File: src/rtl/elelock_keyscan.sv
// Keypad scanner for the electronic lock: strobes a 4x3 matrix one row per
// slot, synchronises the column returns, collects one frame's worth of
// contacts and debounces the frame result into registered key outputs.
module elelock_keyscan #(
  parameter int SCAN_DIV       = 53200,
  parameter int DEBOUNCE_SCANS = 20
) (
  input  logic       osc_clk,
  input  logic       reset,
  input  logic [2:0] col_n,
  output logic [3:0] row_n,
  output logic [9:0] tenkey,
  output logic       close,
  output logic       star,
  output logic [3:0] key_code
);

  localparam int CW = (SCAN_DIV > 1) ? $clog2(SCAN_DIV) : 1;
  localparam int SW = $clog2(DEBOUNCE_SCANS + 1);
  localparam logic [3:0] NONE = 4'hF;

  logic [2:0]    col_s1, col_s2;
  logic [CW-1:0] slot_cnt;
  logic [1:0]    slot;
  logic [1:0]    hits, hits_nxt;
  logic [3:0]    last_code, code_nxt;
  logic [3:0]    prev_code, frame_code;
  logic [SW-1:0] stable_cnt, stable_nxt;
  logic          slot_end, frame_end, load;
  logic [9:0]    tenkey_nxt;

  // Keymap: rows 0..2 carry digits 1..9, row 3 is '*', '0', '#'.
  function automatic logic [3:0] key_at(input logic [1:0] r, input logic [1:0] c);
    if (r == 2'd3) begin
      case (c)
        2'd0:    return 4'd10;
        2'd1:    return 4'd0;
        default: return 4'd11;
      endcase
    end
    return {2'b00, r} * 4'd3 + {2'b00, c} + 4'd1;
  endfunction

  assign slot_end  = (slot_cnt == CW'(SCAN_DIV - 1));
  assign frame_end = slot_end && (slot == 2'd3);

  // Two-flop synchroniser on the asynchronous column returns (idle = pulled up).
  always_ff @(posedge osc_clk or posedge reset) begin
    if (reset) begin
      col_s1 <= 3'b111;
      col_s2 <= 3'b111;
    end else begin
      col_s1 <= col_n;
      col_s2 <= col_s1;
    end
  end

  // Slot timer and row strobe; the row advances on the edge after the sample cycle.
  always_ff @(posedge osc_clk or posedge reset) begin
    if (reset) begin
      slot_cnt <= '0;
      slot     <= 2'd0;
      row_n    <= 4'b1110;
    end else if (slot_end) begin
      slot_cnt <= '0;
      slot     <= slot + 2'd1;
      row_n    <= ~(4'b0001 << (slot + 2'd1));
    end else begin
      slot_cnt <= slot_cnt + CW'(1);
    end
  end

  // Fold this slot's contacts into the running count (saturating at 2) and last code.
  always_comb begin
    hits_nxt = hits;
    code_nxt = last_code;
    for (int c = 0; c < 3; c++) begin
      if (!col_s2[c]) begin
        code_nxt = key_at(slot, 2'(c));
        if (hits_nxt != 2'd2) hits_nxt = hits_nxt + 2'd1;
      end
    end
    frame_code = (hits_nxt == 2'd1) ? code_nxt : NONE;
  end

  // Frame accumulator: updated on each sample cycle, cleared at frame end.
  always_ff @(posedge osc_clk or posedge reset) begin
    if (reset) begin
      hits      <= 2'd0;
      last_code <= NONE;
    end else if (frame_end) begin
      hits      <= 2'd0;
      last_code <= NONE;
    end else if (slot_end) begin
      hits      <= hits_nxt;
      last_code <= code_nxt;
    end
  end

  // Debounce count for the frame result; output loads when the count reaches the target.
  always_comb begin
    if (frame_code != prev_code)
      stable_nxt = SW'(1);
    else if (stable_cnt < SW'(DEBOUNCE_SCANS))
      stable_nxt = stable_cnt + SW'(1);
    else
      stable_nxt = stable_cnt;
    load = frame_end && (stable_nxt == SW'(DEBOUNCE_SCANS));
    for (int i = 0; i < 10; i++) tenkey_nxt[i] = (frame_code == 4'(i));
  end

  // Debounce history, updated once per frame.
  always_ff @(posedge osc_clk or posedge reset) begin
    if (reset) begin
      prev_code  <= NONE;
      stable_cnt <= '0;
    end else if (frame_end) begin
      prev_code  <= frame_code;
      stable_cnt <= stable_nxt;
    end
  end

  // Registered outputs: code and its decodes change together on the load edge.
  always_ff @(posedge osc_clk or posedge reset) begin
    if (reset) begin
      key_code <= NONE;
      tenkey   <= '0;
      star     <= 1'b0;
      close    <= 1'b0;
    end else if (load) begin
      key_code <= frame_code;
      tenkey   <= tenkey_nxt;
      star     <= (frame_code == 4'd10);
      close    <= (frame_code == 4'd11);
    end
  end

endmodule

File: config.mk
export PLATFORM = sky130hd
export DESIGN_NAME = elelock_keyscan
export DESIGN_NICKNAME = d
export VERILOG_FILES = /design/src/rtl/elelock_keyscan.sv
export SDC_FILE = /design/constraint.sdc
export NUM_CORES = 1
export LEC_CHECK = 0
export CAP_MARGIN = 40
export CORE_ASPECT_RATIO = 1.25
export CORE_MARGIN = 10
export CORE_UTILIZATION = 52
export CTS_CLUSTER_SIZE = 20
export DETAILED_ROUTE_END_ITERATION = 8
export PLACE_DENSITY_LB_ADDON = 0.1
export SLEW_MARGIN = 20
export SYNTH_ARGS = -nofsm -noshare
export SYNTH_HDL_FRONTEND = slang
export SYNTH_SLANG_ARGS = --single-unit
File: constraint.sdc
create_clock -name osc_clk -period 3.1 [get_ports osc_clk]
set_input_delay 0.31 -clock osc_clk [delete_from_list [all_inputs] [get_ports osc_clk]]
set_output_delay 0.31 -clock osc_clk [all_outputs]
set_load 0.005 [all_outputs]
==> reports/results.tsv, run 1 <==
stage	metric	value	unit
placed_design	dpl.hpwl	4.80	mm
floorplan	fp.dieW	89.5	µm
routing	ant_nets	0	
floorplan	start_util	53.9	%
routing	num_vias	2370	
clock_tree	clkLatencyLatePin	0.33	ns
critical_path	setup.worst_path.class	reg2reg	
finish	multiInputGateArea	1590	µm²
synth	synth_flop_cell	dfrtp_1	
power_and_ir_drop	power	1630	µW
grt	grt_pass1_vias	2444	
critical_path	end_kind	register	
synth	synth-warning-count	0	
finish	final_nets	376	
run_status	status	complete, no violations	
power_and_ir_drop	ir_worst_vdd	0.431	mV
floorplan	num_io_pins	25	
timing	fmax	327	MHz
synth	synthMuxAreaShare	8.46	%
run	cap_viol_max_count	0	
synth	synthAdderAreaFrac	5.19	%
routing	via_per_inst	5.52	
routing	drc	0	
synth	synth_top_cell_area_share	30.3	%
critical_path	start_kind	register	
synth	syn_area_per_cell	10.3	µm²
clock_tree	htreeDepth	3	
synth	synth_xor_area_share	4.47	%
floorplan	fp.dieH	107	µm
power_and_ir_drop	p_leak	0.00172	µW
clock_tree	clock-sinks	59	
synth	synth_area	3140	µm²
worst_hold_path	worst_hold_path_type	in2async	
clock_tree	clockBufferDepth	2	
synth	synthTopCellsByArea	dfrtp_1, dfstp_2, mux2_4	
routing	dr.pass1.iters	4	
placed_design	placed_cells	404	
synth	synth_area_leader_cell	dfrtp_1	
timing	tightest_slew	0.546	ns
timing	finalCriticalPeriod	3.06	ns
timing	finalWorstSetupSlack	0.0402	ns
critical_path	cp.required	3.31	ns
floorplan	core	5820	µm²
clock_tree	hold_buffers	0	
grt	grt_antenna_before_repair	0	
synth	synth-seq-cells	59	
placed_design	place_congestion	0.813	
power_and_ir_drop	power_density	416	nW/µm²
placed_design	pre_cts_ws	-0.0794	ns
grt	grt_usage	15.0	%
synth	syn_nets	322	
synth	synth_compound_area_share	11.0	%
synth	netlist_top_cells_count	dfrtp_1, nor2_1, nand2_1	
clock_tree	path_clk_slew	0.07	ns
synth	yosysMostFrequentCell	dfrtp_1	
timing	setup_violations	0	
synth	synthDistinctLibCells	48	
finish	layoutNonFillerInstCount	429	
grt	grt_pass1_wl	11.5	mm
clock_tree	numCtsBuffers	9	
synth	synth_edf_count	0	
finish	diodes	0	
timing	rsz0062_at_grt	true	
floorplan	die_area	9560	µm²
timing	min_period_over_period	98.7	%
timing	finalClockSkew	0.00601	ns
clock_tree	cts_tree	yes	
timing	hold_violations	0	
floorplan	rows	31	
clock_tree	cts_root_buf	clkbuf_8	
timing	max_slew_margin	63.2	%
synth	synth-simple-area-share	19.8	%
grt	grt_overflow_total	0	
placed_design	portBuffers	24	
finish	drive_gt1_share	27.8	%
routing	drt_iter0_markers	125	
finish	areaGrowthSynthToFinish	24.7	%
grt	grt_max_degree	24	
critical_path	crit_fanout	8	
routing	finalWirelength	6.63	mm
finish	fill_cells	461	
synth	yosysSeqAreaShare	47.9	%
synth	synth_top_family_by_area	simple AND/OR/NAND/NOR gates	
timing	finalMaxSlewViolations	0	
critical_path	arrival	3.27	ns
synth	syn_inst	304	
finish	seqCellArea	1500	µm²
synth	async_flop_share	100	%
routing	wire_per_inst	15.4	µm
kinds of logic (layout without fill, tap and decap cells):
family	count (synthesis)	in the layout
DFF	59	59
AOI/OAI and AO/OA	47	47
and+or+nand+nor	127	127
adders and majority gates	13	13
xor gates and xnor gates	16	16
muxes	20	20
buffers and inverters	22	81
routing by layer:
layer / wire length (µm) / part of all wire, % / up-vias / global-route usage [%]
met5: 0 / 0 / - / 0
met3: 247 / 3.7 / 8 / 4.17
met1: 2860 / 43 / 1147 / 17.7
met4: 98 / 1.5 / 0 / 4.90
met2: 3420 / 52 / 38 / 25.3
li1: - / - / 1177 / -
worst max-delay path: stages, from the launching register on:
cell	delay, ns
dfrtp_1	0.39
inv_2	0.11
ha_4	0.22
mux2_4	0.26
a221o_1	0.35
nor2_2	0.11
ha_1	0.24
nor2_2	0.12
nand2_2	0.08
o41ai_4	0.08
nor2_1	0.09
a211o_2	0.35
nand3_4	0.10
buf_12	0.14
mux2_4	0.29
cell type report:
cell class | instances | share of cell area, %
Clock inverter | 4 | 1.22
Tap cell | 66 | 2.11
Sequential cell | 59 | 38.4
Inverter | 14 | 1.34
Clock buffer | 12 | 4.22
Timing Repair Buffer | 51 | 12.0
Multi-Input combinational cell | 223 | 40.7
worst paths after layout:
check                                    start  cells after the start  slack [ns]                  endpoint
setup / recovery           hits[0]$_DFFE_PP0P_                     14        0.04     tenkey[6]$_DFFE_PP0P_
setup reg to reg           hits[0]$_DFFE_PP0P_                     14        0.04     tenkey[6]$_DFFE_PP0P_
hold reg to reg            col_s1[2]$_DFF_PP1_                      0        0.36       col_s2[2]$_DFF_PP1_
max in group asynchronous                reset                      3        2.11  prev_code[3]$_DFFE_PP1P_
min in group osc_clk       col_s1[2]$_DFF_PP1_                      0        0.36       col_s2[2]$_DFF_PP1_
hold / removal                           reset                      2        0.31      row_n[0]$_DFFE_PP0N_
through the flow:
| step | TNS, ns | area [µm²] | util [%] | hold WS, ns |
|---|---|---|---|---|
| final | 0 | 3910 | 67.2 | 0.307 |
| after global routing | -0.416 | 3910 | 67.2 | 0.329 |
| after CTS | 0 | 3830 | 65.8 | 0.310 |
| after detailed placement | -0.527 | 3570 | 61.4 | 0.349 |
| after global placement | 0 | 3570 | 61.4 | 0.349 |
| after floorplan | -0.0481 | 3160 | - | 0.314 |
sequential cells by signal, indices dropped and copies added, names as in the netlist, 2 cells and up:
name        flops
slot_cnt       16
tenkey         10
stable_cnt      5
key_code        4
last_code       4
prev_code       4
row_n           4
col_s1          3
col_s2          3
hits            2
slot            2
report_power, final:
part           internal [µW]  leakage (µW)  switching [µW]
combinational           45.3      0.000874            61.2
sequential               778      0.000734            5.06
clock                    434      0.000108             303
timing repair:
item / CTS / global route
hold endpoints to repair: 0 / 0
endpoints found under the setup margin: 15 / 16
resized for setup: 1 / 8
pin swaps: 1 / 6
buffers inserted: 2 / 7
cells in the final DEF (no fill, tap or decap), drive strengths merged, types with 2 or more instances in the layout:
master	n
dfrtp	38
and3	2
nand4	4
buf	27
nand2b	3
mux2	19
nor3	13
nand2	34
clkinv	2
a31oi	8
o21ai	13
a211oi	2
o22ai	2
dfstp	21
o211ai	4
a21oi	7
or4	2
inv	14
nor4	5
nand3	11
clkdlybuf4s50	24
clkbuf	12
ha	13
nor3b	2
or3	3
a211o	3
xnor2	7
nor2	35
nor2b	6
xor2	9
Power figures use the tool's default switching activity.
==> run 2, diff against run 1 <==
--- a/config.mk
+++ b/config.mk
@@ -12,6 +12,7 @@
 export CTS_CLUSTER_SIZE = 20
 export DETAILED_ROUTE_END_ITERATION = 8
 export PLACE_DENSITY_LB_ADDON = 0.1
+export RECOVER_POWER = 25
 export SLEW_MARGIN = 20
 export SYNTH_ARGS = -nofsm -noshare
 export SYNTH_HDL_FRONTEND = slang
==> constraint.sdc (replaced) <==
create_clock -name osc_clk -period 2.8 [get_ports osc_clk]
set_input_delay 0.28 -clock osc_clk [delete_from_list [all_inputs] [get_ports osc_clk]]
set_output_delay 0.28 -clock osc_clk [all_outputs]
set_load 0.005 [all_outputs]
==> reports/results.tsv, run 2 (same netlist as run 1, synthesis figures left out) <==
stage	metric	value	unit	change
run_status	status	finished with violations		
run_status	violations	setup timing		
floorplan	core	5820	µm²	unchanged
finish	largest_register	slot_cnt		
grt	grt_pass1_wl	11.5	mm	+0.42%
grt	grt_pass1_vias	2484		+1.6%
clock_tree	path_clk_slew	0.06	ns	about the same
power_and_ir_drop	power.switching	402	µW	+8.9%
clock_tree	clkLatencyLatePin	0.34	ns	about the same
critical_path	setup.worst_path.class	reg2reg		
timing	finalCriticalPeriod	3.03	ns	-0.0293 ns
routing	wl_met1	2.75	mm	-3.8%
clock_tree	cts_tree	yes		
placed_design	portBuffers	24		unchanged
critical_path	end_kind	register		
finish	final_nets	392		+4.3%
routing	finalWirelength	6.53	mm	-1.5%
grt	grt_max_degree	24		unchanged
placed_design	place_congestion	0.824		+1.4%
routing	drc	0		unchanged
routing	wire_per_inst	14.7	µm	-5.0%
power_and_ir_drop	sw_frac_of_total	22.1	%	-0.55 points
routing	num_vias	2429		+2.5%
power_and_ir_drop	ir_worst_vdd	0.282	mV	-35%
power_and_ir_drop	p_leak	0.00178	µW	+3.5%
clock_tree	htreeDepth	3		unchanged
routing	ant_nets	0		unchanged
timing	holdWs	0.356	ns	+0.0495 ns
clock_tree	clockBufferDepth	2		unchanged
clock_tree	hold_buffers	0		unchanged
timing	fmax	330	MHz	+0.97%
finish	final_common_cell	buf_4		
floorplan	rows	31		unchanged
finish	drive_gt1_share	29.8	%	+2.0 points
finish	stdcell_area	4000	µm²	+2.3%
power_and_ir_drop	intPower	1410	µW	+12%
critical_path	r2r_slack	-0.23	ns	-0.27 ns
critical_path	cp.required	3.03	ns	-0.28 ns
clock_tree	cts_root_buf	clkbuf_8		
routing	routed.top_layer	met4		
timing	tightest_slew	0.817	ns	+0.271 ns
timing	finalClockSkew	0.00388	ns	-0.00214 ns
grt	grt_usage	15.1	%	+0.13 points
timing	min_period_over_period	108	%	+9.5 points
critical_path	start_kind	register		
power_and_ir_drop	p_comb_share	6.7	%	+0.2 points
run	cap_viol_max_count	0		unchanged
finish	areaGrowthSynthToFinish	27.6	%	
routing	drt_iter0_markers	144		+15%
finish	reg.largest.list	slot_cnt (16), tenkey (10), stable_cnt (5)		
power_and_ir_drop	power_density	454	nW/µm²	+9.1%
clock_tree	numCtsBuffers	9		unchanged
clock_tree	clock-sinks	59		unchanged
critical_path	arrival	3.26	ns	about the same
floorplan	fp.dieH	107	µm	unchanged
placed_design	dpl.hpwl	4.85	mm	+0.98%
floorplan	fp.dieW	89.5	µm	unchanged
power_and_ir_drop	power	1820	µW	+12%
placed_design	placed_cell_area	3710	µm²	+3.9%
floorplan	num_io_pins	25		unchanged
floorplan	start_util	53.9	%	unchanged
routing	routed-wl-met2	3.42	mm	about the same
routing	dr.pass1.iters	4		unchanged
timing	setup_violations	18		+18
worst_hold_path	worst_hold_path_type	reg2reg		
timing	rsz0062_at_grt	true		
power_and_ir_drop	clkPwrFrac	45.6	%	+0.3 points
finish	largest_reg_flops	16		unchanged
timing	max_slew_margin	45.5	%	-18 points
finish	final_cell_mix	buf_4, dfrtp_1, nand2_1, nor2_1, dfstp_2		
timing	finalMaxSlewViolations	0		unchanged
routing	routed-wl-met3	225	µm	-8.9%
grt	grt_antenna_before_repair	0		unchanged
finish	diodes	0		unchanged
floorplan	die_area	9560	µm²	unchanged
timing	hold_violations	0		unchanged
grt	grt_overflow_total	0		unchanged
power_and_ir_drop	seqPwrFrac	47.8	%	-0.3 points
routing	via_per_inst	5.46		-1.2%
critical_path	crit_fanout	8		unchanged
timing	finalWorstSetupSlack	-0.230	ns	-0.271 ns
-- run 2: cell count changes in the layout (fill, tap and decap cells not counted), sizes merged --
| cell | previous run | this run |
|---|---|---|
| clkdlybuf4s50 | 24 | 20 |
| buf | 27 | 43 |
| bufinv | 1 | 2 |
| dlygate4sd3 | 0 | 4 |
| clkbuf | 12 | 11 |
-- run 2: cell type report --
| cell class | count | area [µm²] |
|---|---|---|
| Fill cell | 466 | 1810 |
| Multi-Input combinational cell | 223 | 1580 |
| Sequential cell | 59 | 1500 |
| Timing Repair Buffer | 67 | 579 |
| Clock buffer | 11 | 131 |
| Tap cell | 66 | 82.6 |
| Clock inverter | 5 | 77.6 |
| Inverter | 14 | 52.6 |
-- run 2: stage by stage --
stage	utilization (%)	TNS [ns]	worst slack, ns	instances
CTS	67.8	-3.82	-0.267	439
global route	68.8	-6.16	-0.364	445
finish	68.8	-3.26	-0.230	445
global placement	63.8	-3.03	-0.211	421
detailed placement	63.8	-4.99	-0.326	421
floorplan	-	-4.10	-0.305	304
-- run 2: final timing paths --
path,startpoint,endpoint,cells after the start
min in group asynchronous,reset,slot[0]$_DFFE_PP0N_,2
worst max-delay path,hits[1]$_DFFE_PP0P_,tenkey[0]$_DFFE_PP0P_,14
worst max register to register,hits[1]$_DFFE_PP0P_,tenkey[0]$_DFFE_PP0P_,14
max in group asynchronous,reset,last_code[2]$_DFFE_PP1P_,3
worst min-delay path,col_s1[0]$_DFF_PP1_,col_s2[0]$_DFF_PP1_,0
worst min register to register,col_s1[0]$_DFF_PP1_,col_s2[0]$_DFF_PP1_,0
-- run 2: routing by layer --
metal / vias to the layer above / global-route usage [%]
li1: 1210 / -
met1: 1174 / 17.4
met2: 34 / 25.8
met3: 11 / 3.48
met4: 0 / 6.83
met5: - / 0
-- run 2: repair_timing --
action                                  in CTS  in global routing
setup buffers                                2                  7
gates resized for setup                      4                  5
endpoints found under the setup margin      21                 22
pin swaps                                    4                  3
-- run 2: worst max-delay path, cell delays in order (launching register included) --
cell,delay [ns]
dfrtp_1,0.39
inv_2,0.10
ha_4,0.21
mux2_4,0.26
a221o_1,0.35
nor2_2,0.12
ha_1,0.24
nor2_2,0.12
nand2_2,0.08
o41ai_4,0.07
nor2_1,0.07
a211o_2,0.31
nand3_4,0.13
buf_12,0.15
mux2_4,0.30
-- run 2: power by group through the flow --
stage / combinational, µW / clock, µW / sequential (µW)
2_1_floorplan: 71.1 / 0 / 877
4_1_cts: 113 / 849 / 868
6_report: 121 / 827 / 868
5_1_grt: 135 / 877 / 868
3_3_place_gp: 110 / 0 / 882
3_5_place_dp: 112 / 0 / 882
